<file path="config.mk">
export PLATFORM = sky130hd
export DESIGN_NAME = rfile_wb_ctrl
export DESIGN_NICKNAME = d
export VERILOG_FILES = /design/src/rtl/rfile_wb_ctrl.sv
export SDC_FILE = /design/constraint.sdc
export NUM_CORES = 1
export LEC_CHECK = 0
export BUFFER_PORTS_ARGS = -buffer_cell sky130_fd_sc_hd__buf_4
export CAP_MARGIN = 30
export CORE_ASPECT_RATIO = 1.1
export CORE_MARGIN = 3
export CORE_UTILIZATION = 54
export DETAILED_ROUTE_END_ITERATION = 7
export PLACE_DENSITY = 0.85
export SYNTH_ARGS = -nofsm -noshare
export SYNTH_HDL_FRONTEND = slang
export SYNTH_SLANG_ARGS = --single-unit
</file>
<file path="constraint.sdc">
create_clock -name i_clk -period 8.19 [get_ports i_clk]
set_input_delay 2.457 -clock i_clk [delete_from_list [all_inputs] [get_ports i_clk]]
set_output_delay 2.457 -clock i_clk [all_outputs]
set_load 0.03 [all_outputs]
</file>
<file path="src/rtl/rfile_wb_ctrl.sv">
// rfile_wb_ctrl: round-robin writeback arbiter for the register-file write port with a RAW busy scoreboard.
// Optional RFILE_WB_STATS_EN adds transfer and conflict counters.
module rfile_wb_ctrl #(
   parameter int REG_AW = 5,
   parameter int DAT_W  = 32
) (
   input  logic              i_clk,
   input  logic              i_rst_n,
   input  logic              i_a_valid,
   input  logic [REG_AW-1:0] i_a_rd,
   input  logic [DAT_W-1:0]  i_a_dat,
   output logic              o_a_ready,
   input  logic              i_b_valid,
   input  logic [REG_AW-1:0] i_b_rd,
   input  logic [DAT_W-1:0]  i_b_dat,
   output logic              o_b_ready,
   input  logic              i_iss_valid,
   input  logic [REG_AW-1:0] i_iss_rd,
   input  logic [REG_AW-1:0] i_rs1_no,
   input  logic [REG_AW-1:0] i_rs2_no,
   output logic              o_rs1_busy,
   output logic              o_rs2_busy,
`ifdef RFILE_WB_STATS_EN
   output logic [31:0]       o_stat_a_cnt,
   output logic [31:0]       o_stat_b_cnt,
   output logic [31:0]       o_stat_conflict_cnt,
`endif
   output logic              o_rd_write,
   output logic [REG_AW-1:0] o_rd_no,
   output logic [DAT_W-1:0]  o_rd_dat
);
   localparam int NREG = 2 ** REG_AW;
   logic              last_b_q;
   logic              grant_a, grant_b, conflict, xfer;
   logic [REG_AW-1:0] wb_rd;
   logic [DAT_W-1:0]  wb_dat;
   logic [NREG-1:0]   busy_q, busy_d;
   logic              rd_write_q;
   logic [REG_AW-1:0] rd_no_q;
   logic [DAT_W-1:0]  rd_dat_q;
   assign conflict   = i_a_valid & i_b_valid;
   assign grant_a    = i_a_valid & (~i_b_valid | last_b_q);
   assign grant_b    = i_b_valid & (~i_a_valid | ~last_b_q);
   assign xfer       = grant_a | grant_b;
   assign wb_rd      = grant_a ? i_a_rd : i_b_rd;
   assign wb_dat     = grant_a ? i_a_dat : i_b_dat;
   assign o_a_ready  = grant_a;
   assign o_b_ready  = grant_b;
   assign o_rs1_busy = busy_q[i_rs1_no];
   assign o_rs2_busy = busy_q[i_rs2_no];
   assign o_rd_write = rd_write_q;
   assign o_rd_no    = rd_no_q;
   assign o_rd_dat   = rd_dat_q;
   // set is applied after clear so a newer issue to the same rd stays pending
   always_comb begin
      busy_d = busy_q;
      if (xfer) busy_d[wb_rd] = 1'b0;
      if (i_iss_valid) busy_d[i_iss_rd] = 1'b1;
      busy_d[0] = 1'b0;
   end
   always_ff @(posedge i_clk or negedge i_rst_n) begin
      if (!i_rst_n) begin
         last_b_q   <= 1'b1;
         rd_write_q <= 1'b0;
         rd_no_q    <= '0;
         rd_dat_q   <= '0;
         busy_q     <= '0;
      end else begin
         if (conflict) last_b_q <= grant_b;
         rd_write_q <= xfer & (wb_rd != '0);
         if (xfer) begin
            rd_no_q  <= wb_rd;
            rd_dat_q <= wb_dat;
         end
         busy_q <= busy_d;
      end
   end
`ifdef RFILE_WB_STATS_EN
   logic [31:0] a_cnt_q, b_cnt_q, c_cnt_q;
   assign o_stat_a_cnt        = a_cnt_q;
   assign o_stat_b_cnt        = b_cnt_q;
   assign o_stat_conflict_cnt = c_cnt_q;
   always_ff @(posedge i_clk or negedge i_rst_n) begin
      if (!i_rst_n) begin
         a_cnt_q <= '0;
         b_cnt_q <= '0;
         c_cnt_q <= '0;
      end else begin
         if (grant_a) a_cnt_q <= a_cnt_q + 32'd1;
         if (grant_b) b_cnt_q <= b_cnt_q + 32'd1;
         if (conflict) c_cnt_q <= c_cnt_q + 32'd1;
      end
   end
`endif
endmodule

</file>
* Word-level counts from Yosys, hierarchy flattened
Index checks and enable logic that the tools add are counted. Widths: inputs -> output; s select.
Word-level totals: register bits 70, latch bits 0, RAM bits 0, bits in read-only memories 0, input port bits 94, logic and storage cells 39, memories kept 0
Operators by class: $add $sub $neg 0, $mul 0, div/mod/pow operators 0, order comparisons 6, eq/ne operators 0, shift operators 0, muxes and demuxes 12, bitwise gates (word level) 13, reductions and logical operators 3
Operators with widths (count):
- $mux 32 | 3
- $and 32x32->32 | 1
- $not 32->32 | 1
- $or 32x32->32 | 1
- $lt 5x6->1 const B | 4
- $bmux 1 s5 | 2
- $demux 1 s5 | 2
- $ge 5x1->1 const B | 2
- $mux 5 | 1
- $reduce_bool 5->1 | 1
- $and 1x1->1 | 4
- $mux 1 | 4
- $not 1->1 | 3
- $or 1x1->1 | 3
- $logic_and 1x1->1 | 2

* Longest topological paths before layout
Gate-level depths: netlist of the first run.
word-level depth 13, gate-level depth with buffers 7, depth with buffers taken out 6

* Worst setup path after synthesis of the first run
Ideal clock, no wire load.
path kind input-to-output, start point in i_rs1_no[0], end point out o_rs1_busy, arrival 3.775 ns, data required time 5.733 ns, setup slack 1.958 ns, stages on the path 5, cells stage by stage buf_6 > mux4_1 > mux2i_1 > nor3b_1 > or3_1
On the way: cells in the longest elaborated chain, start to end 2
RTL lines:
- from (decl) | line 19 | input logic [REG_AW-1:0] i_rs1_no,
- $bmux 1 s5 | line 49 | assign o_rs1_busy = busy_q[i_rs1_no];
- $mux 1 (not written as such) | line 49
- to (decl) | line 21 | output logic o_rs1_busy,
No other way between the ends. The select of a mux whose other input is x is not followed.

* Final worst setup path of the first run
Ends and elaborated chain as after synthesis.

==> flow_metrics.tcl, run 1 <==
set metrics [dict create \
    ios 136 \
    clockBufferDepth 2 \
    period_needed_ns 6.37 \
    min_period_over_period_pct 77.8 \
    cap_violations 0 \
    drc 0 \
    synth-simple-area-share_pct 20.8 \
    synth.area.top_cells "dfrtp_1 (44%), nand2_1 (8.6%), mux2i_1 (5.6%)" \
    critPathCaptureType "output port" \
    synth_top_family_by_area "simple AND/OR/NAND/NOR gates" \
    hold_ws_ns 0.468 \
    fill_cells 504 \
    routed_wirelength_um 11400 \
    fin_total_pwr_mw 1.34 \
    clockPowerShare_pct 18.7 \
    finish.instance_area_um2 5080 \
    synthXorXnorAreaFrac_pct 0.223 \
    die_y_um 95.5 \
    gp_congestion 0.907 \
    maxSlewViolCount 0 \
    clock_skew_ns 0.00617 \
    synth_compound_area_share_pct 19.9 \
    via_count 3926 \
    peakVddDrop_mv 0.161 \
    grt_pass1_wl_um 18500 \
    antenna_found_initial 0 \
    fin_cells 642 \
    die-area_um2 8340 \
    grt_overflow_total 0 \
    p_int_mw 0.821 \
    pre_cts_ws_ns 1.80 \
    rows 31 \
    critical_path_buf_inv_count 2 \
    clock-sinks 70 \
    via_per_inst 6.12 \
    critPathLaunch "i_rs1_no[0]" \
    drtIter0Drc 245 \
    syn-instance-count 435 \
    fin_ws_ns 1.82 \
    p_leak_nw 2.39 \
    worst_ep_required_time_ns 5.73 \
    layout_commonest_cell "buf_4" \
    synth_cell_types 50 \
    synth_largest_area_cell "dfrtp_1" \
    r2r_start "last_b_q" \
    ant_nets 0 \
    ys.flop_type "dfrtp_1" \
    dp_hpwl_um 8500 \
    dr.pass1.iters 5 \
    power_frac_seq_pct 40.6 \
    portBuffers 135 \
    ys_ff_latch 70 \
    synth.mux.area_fraction_pct 9.90 \
    start_util_pct 57.6 \
    post_cts_buffers 0 \
    rsz0062_at_grt "no" \
    synthAdderAreaFrac_pct 0 \
    wl_per_cell_um 17.7 \
    ys_seq_area_share_pct 44.6 \
    htreeDepth 3 \
    synthToLayoutAreaGrowth_pct 29.3 \
    cts_tree "yes" \
    placedInstanceArea_um2 4910 \
    grt_max_degree 71 \
    num_antenna_cells 0 \
    postLayoutCoreUtil_pct 74.4 \
    setup_viol 0 \
    worst_pin_slew_ns 0.874 \
    synth_edf_count 0 \
    syn-num-nets 529 \
    max_freq_mhz 157 \
    cts_made_buffers 9 \
    status "finished clean" \
    p_switching_mw 0.524 \
    grt_pass1_vias 3808 \
    worstHoldPathType "reg2reg" \
    nNetsFinal 651 \
    cts.repair.resized 0 \
    syn_avg_cell_area_um2 9.03 \
    final_cell_mix "buf_4 (137), nand2_1 (90), dfrtp_1 (69)" \
    cpPeakStageDelay_ns 0.56 \
    grt_use_total_pct 28.6 \
    synth_area_um2 3930 \
    clk-insertion-delay-late_ns 0.34 \
    dp_cells 628 \
    synthArstFlopShare_pct 100 \
    core_area_um2 6830 \
    path_common_cell "buf_4" \
    worstPathMaxFanout 7 \
    root_buffer "clkbuf_8" \
    min_from "o_rd_no[2]" \
    fin_setup_tns_ns 0 \
    finalHoldViolations 0 \
    worst_path_dominant_cell_family "multiplexers" \
    clk_pin_slew_ns 0.07 \
    fp.dieW_um 87.3 \
    cp_data_arrival_time_ns 3.92 \
    power_frac_comb_pct 40.8 \
    yosysWarningCount 0 \
    synth_top_area_share_pct 43.9 \
    critPathSlowestCell "mux4_1" \
    p_per_area_nw_per_um2 265 \
    cp_cell_sequence "buf_4, mux4_1, mux2i_1, nor3b_1, or3_1, buf_4" \
    swShare_pct 38.9 \
    drive_gt1_share_pct 28.6 \
    worst-setup-path-type "in2out" \
    hold_buffers 0 \
    slew_headroom_pct 41.7 \
    cp-start-kind "primary input" \
]
## worst register-to-register path, cell delays in order, from the launching register on
cell and delay (ns):
dfstp_2 0.55, a21bo_2 0.60, inv_1 0.13, buf_4 0.28, and2_1 0.24, a32oi_1 0.34, o21ai_0 0.17, o21ai_0 0.13
## path summary, 6_finish.rpt
| path | end | cells past startpoint | slack (ns) |
|---|---|---|---|
| setup / recovery | o_rs1_busy | 6 | 1.82 |
| hold / removal | o_rd_no[2] | 2 | 0.47 |
| setup reg to reg | busy_q[3] | 7 | 5.65 |
| hold reg to reg | o_rd_no[2] | 2 | 0.47 |
| max in group asynchronous | o_rd_dat[29] | 1 | 5.39 |
| min in group asynchronous | o_rd_dat[27] | 1 | 2.19 |
## state kept, by name, summed over array words and instances (netlist names)
name        count
o_rd_dat       32
last_b_q        1
busy_q         31
o_rd_write      1
o_rd_no         5
## Yosys cell counts, drive strengths merged, types with 2 or more instances
cell / n
a2111oi: 2
a21oi: 8
a221o: 2
a22o: 6
a22oi: 11
a31oi: 32
buf: 17
clkbuf: 9
dfrtp: 69
inv: 7
mux2i: 22
mux4: 6
nand2: 91
nand2b: 3
nand3: 15
nand3b: 5
nand4: 2
nand4b: 2
nor2: 41
nor2b: 8
nor3: 6
nor3b: 3
o21ai: 36
o2bb2ai: 12
or3: 3
## area by class of cell
type / count / area [um2] / area share (%)
repair buffers: 137 / 1030 / 20.2
multi-input cells: 332 / 2000 / 39.3
clock inverters: 1 / 5.00 / 0.0985
well taps: 82 / 103 / 2.02
clock buffers: 13 / 169 / 3.33
inverters: 7 / 26.3 / 0.517
flip-flops and latches: 70 / 1750 / 34.5
## power groups by stage
stage	combinational (mW)	clock [mW]	sequential (mW)
finish	0.548	0.251	0.545
global route	0.596	0.268	0.559
CTS	0.550	0.255	0.543
detailed placement	0.550	0	0.546
global placement	0.536	0	0.541
floorplan	0.251	0	0.632
## layer usage
| metal | GRT usage [%] | part of all wire, % | vias up |
|---|---|---|---|
| li1 | - | - | 1817 |
| met1 | 35.1 | 39 | 1884 |
| met2 | 46.3 | 49 | 195 |
| met3 | 8.38 | 8.5 | 30 |
| met4 | 13.0 | 3.3 | 0 |
| met5 | 0 | 0 | - |
## logic make-up (layout without fill, tap and decap cells)
kind of cell	after synthesis	in the layout
muxes	29	29
buffers and inverters	33	158
and+or+nand+nor	184	184
DFF	70	70
xor gates and xnor gates	1	1
AOI/OAI and AO/OA	118	118
No activity file was read; power rests on OpenSTA's default activity.
==> run 2: changes to the inputs <==
--- a/config.mk
+++ b/config.mk
@@ -5,13 +5,14 @@
 export SDC_FILE = /design/constraint.sdc
 export NUM_CORES = 1
 export LEC_CHECK = 0
+export ABC_AREA = 1
 export BUFFER_PORTS_ARGS = -buffer_cell sky130_fd_sc_hd__buf_4
 export CAP_MARGIN = 30
 export CORE_ASPECT_RATIO = 1.1
 export CORE_MARGIN = 3
-export CORE_UTILIZATION = 54
+export CORE_UTILIZATION = 51
 export DETAILED_ROUTE_END_ITERATION = 7
-export PLACE_DENSITY = 0.85
+export PLACE_DENSITY = 0.81
 export SYNTH_ARGS = -nofsm -noshare
 export SYNTH_HDL_FRONTEND = slang
 export SYNTH_SLANG_ARGS = --single-unit
==> constraint.sdc (replaced) <==
create_clock -name i_clk -period 6.5 [get_ports i_clk]
set_input_delay 1.95 -clock i_clk [delete_from_list [all_inputs] [get_ports i_clk]]
set_output_delay 1.95 -clock i_clk [all_outputs]
set_load 0.03 [all_outputs]
==> run 2 against run 1 <==
Effect of this change:
- clock power increased by 26%
- critical path depth increased by 5
- sequential share of layout area decreased by 0.39 points
- wire length increased by 5.5%
- clock-buffer cell count decreased by 4
- critical path type unchanged
==> flow_metrics.tcl, run 2 <==
set metrics [dict create \
    clk_pin_slew_ns 0.08 \
    clockBufferDepth 2 \
    syn_avg_cell_area_um2 6.75 \
    grt_pass1_wl_um 19500 \
    setup_viol 0 \
    ys_ff_latch 70 \
    syn-num-nets 674 \
    cts.repair.resized 0 \
    htreeDepth 3 \
    cp-start-kind "primary input" \
    ant_nets 0 \
    fin_setup_tns_ns 0 \
    synthArstFlopShare_pct 100 \
    reg2reg_depth 9 \
    status "finished clean" \
    ios 136 \
    final_cell_mix "nand2_1 (267), buf_4 (137), dfrtp_1 (69)" \
    p_int_mw 0.823 \
    cts_made_buffers 9 \
    num_antenna_cells 0 \
    syn-instance-count 580 \
    synth.most_common_cell "nand2_1" \
    die_y_um 97.9 \
    worst_ep_required_time_ns 4.55 \
    dp_hpwl_um 9220 \
    worstSetupEndpoint "o_rs1_busy" \
    worst_pin_slew_ns 0.922 \
    grt_pass1_vias 4100 \
    period_needed_ns 5.20 \
    layout_commonest_cell "nand2_1" \
    gp_congestion 0.959 \
    rows 32 \
    via_per_inst 5.23 \
    maxSlewViolCount 0 \
    synth_cell_types 22 \
    min_period_over_period_pct 80.0 \
    clk-insertion-delay-late_ns 0.36 \
    fp.dieW_um 89.5 \
    critPathSlowestCell "inv_1" \
    synthToLayoutAreaGrowth_pct 31.3 \
    p_leak_nw 2.65 \
    r2r_start "last_b_q" \
    antenna_found_initial 0 \
    dr.pass1.iters 5 \
    grt_max_degree 71 \
    post_cts_buffers 0 \
    via_count 4245 \
    synth_area_um2 3920 \
    critPathCaptureType "output port" \
    grt_use_total_pct 28.1 \
    postLayoutCoreUtil_pct 70.9 \
    routed_wirelength_um 12000 \
    synth_top_cells_by_count "nand2_1 (267), dfrtp_1 (69), o21ai_0 (64), nand3_1 (54), nor2_1 (43)" \
    fin_cells 812 \
    wl_per_cell_um 14.8 \
    core_area_um2 7250 \
    synth_edf_count 0 \
    yosysWarningCount 0 \
    cp_cell_sequence "buf_4, inv_1, nand2_1, nand3_1, nand3_1, nand2_1, nand2_1, nand2_1, nand2_1, nand2_1, buf_4" \
    clock_skew_ns 0.00863 \
    rr_endpoint "busy_q[22]" \
    largest_reg_flops 32 \
    portBuffers 135 \
    peakVddDrop_mv 0.138 \
    synth_top_area_share_pct 44.1 \
    cpPeakStageDelay_ns 0.36 \
    synth.area.top_cells "dfrtp_1 (44%), nand2_1 (26%), o21ai_0 (8.2%)" \
    critPathLaunch "i_rs1_no[0]" \
    drtIter0Drc 268 \
    dp_cells 796 \
    hold_buffers 0 \
    root_buffer "clkbuf_8" \
    nNetsFinal 799 \
    ys_seq_area_share_pct 44.8 \
    grt_overflow_total 0 \
    synth_largest_area_cell "dfrtp_1" \
    worstHoldPathType "reg2reg" \
    slew_headroom_pct 38.1 \
    swShare_pct 38.0 \
    p_switching_mw 0.505 \
    finalHoldViolations 0 \
    power_frac_comb_pct 30.9 \
    rsz0062_at_grt "no" \
    die-area_um2 8770 \
    worstPathMaxFanout 17 \
    clockPowerShare_pct 23.9 \
    max_freq_mhz 192 \
    drive_gt1_share_pct 23.0 \
    p_per_area_nw_per_um2 258 \
    cp_data_arrival_time_ns 3.25 \
    cap_violations 0 \
    power_frac_seq_pct 45.2 \
    start_util_pct 54.0 \
    ys.flop_type "dfrtp_1" \
    r2r_slack_ns 4.50 \
    drc 0 \
    cts_tree "yes" \
    path_common_cell "nand2_1" \
    worst-setup-path-type "in2out" \
    clock-sinks 70 \
]
[run 2: cell count changes in the layout (fill, tap and decap cells not counted), moves of 7 or more]
| cell | delta |
|---|---|
| a21oi_1 | -7 |
| mux2i_1 | -22 |
| o21ai_0 | +29 |
| a31oi_1 | -31 |
| a22oi_1 | -10 |
| nand2_1 | +177 |
| o2bb2ai_1 | -12 |
| nor2b_1 | -8 |
| nand3_1 | +39 |
| inv_1 | +26 |
[run 2: per-stage QoR]
step	power [mW]	worst slack, ns	area, um2	hold slack [ns]
finish	1.33	1.30	5140	0.485
global route	1.40	1.17	5140	0.503
CTS	1.33	1.30	5140	0.489
detailed placement	1.02	1.30	4960	0.470
global placement	1.01	1.33	4960	0.455
floorplan	0.839	1.57	3920	0.441
[run 2: critical path: cells and delay by family]
family | cells | cell delay, ns
buf+inv | 3 | 0.68
simple gates | 8 | 0.61
[run 2: routing by layer]
| metal | vias up | wire length (um) | global-route usage, % |
|---|---|---|---|
| met2 | 162 | 6050 | 47.6 |
| met3 | 21 | 960 | 8.35 |
| met5 | - | 0 | 0 |
| met1 | 1978 | 4710 | 34.2 |
| li1 | 2084 | - | - |
| met4 | 0 | 258 | 8.02 |
[run 2: worst min path at each step]
stage                              to  cells after the start  slack [ns]   startpoint
after CTS                   busy_q[3]                      2        0.49    busy_q[3]
after global routing      o_rd_dat[1]                      2        0.50  o_rd_dat[1]
after detailed placement    busy_q[5]                      2        0.47    busy_q[5]
after global placement      busy_q[5]                      2        0.45    busy_q[5]
final                       busy_q[3]                      2        0.48    busy_q[3]
after floorplan             busy_q[2]                      2        0.44    busy_q[2]
[run 2: area by class of cell]
class,count,area [um2]
inverters,32,120
repair buffers,137,1030
clock inverters,7,50.0
flip-flops and latches,70,1750
fillers,623,2110
well taps,102,128
clock buffers,9,124
multi-input cells,455,1940
[run 2: kinds of logic after synthesis]
| kind of cell | synth area share [%] |
|---|---|
| and+or+nand+nor | 40.2 |
| DFF | 44.8 |
| buffers and inverters | 5.78 |
| AOI/OAI and AO/OA | 9.27 |
[run 2: power groups by stage]
stage	Combinational (mW)	Clock [mW]	Sequential, mW
4_1_cts	0.412	0.317	0.598
5_1_grt	0.457	0.333	0.613
3_5_place_dp	0.411	0	0.605
2_1_floorplan	0.198	0	0.641
3_3_place_gp	0.402	0	0.604
6_report	0.411	0.317	0.600
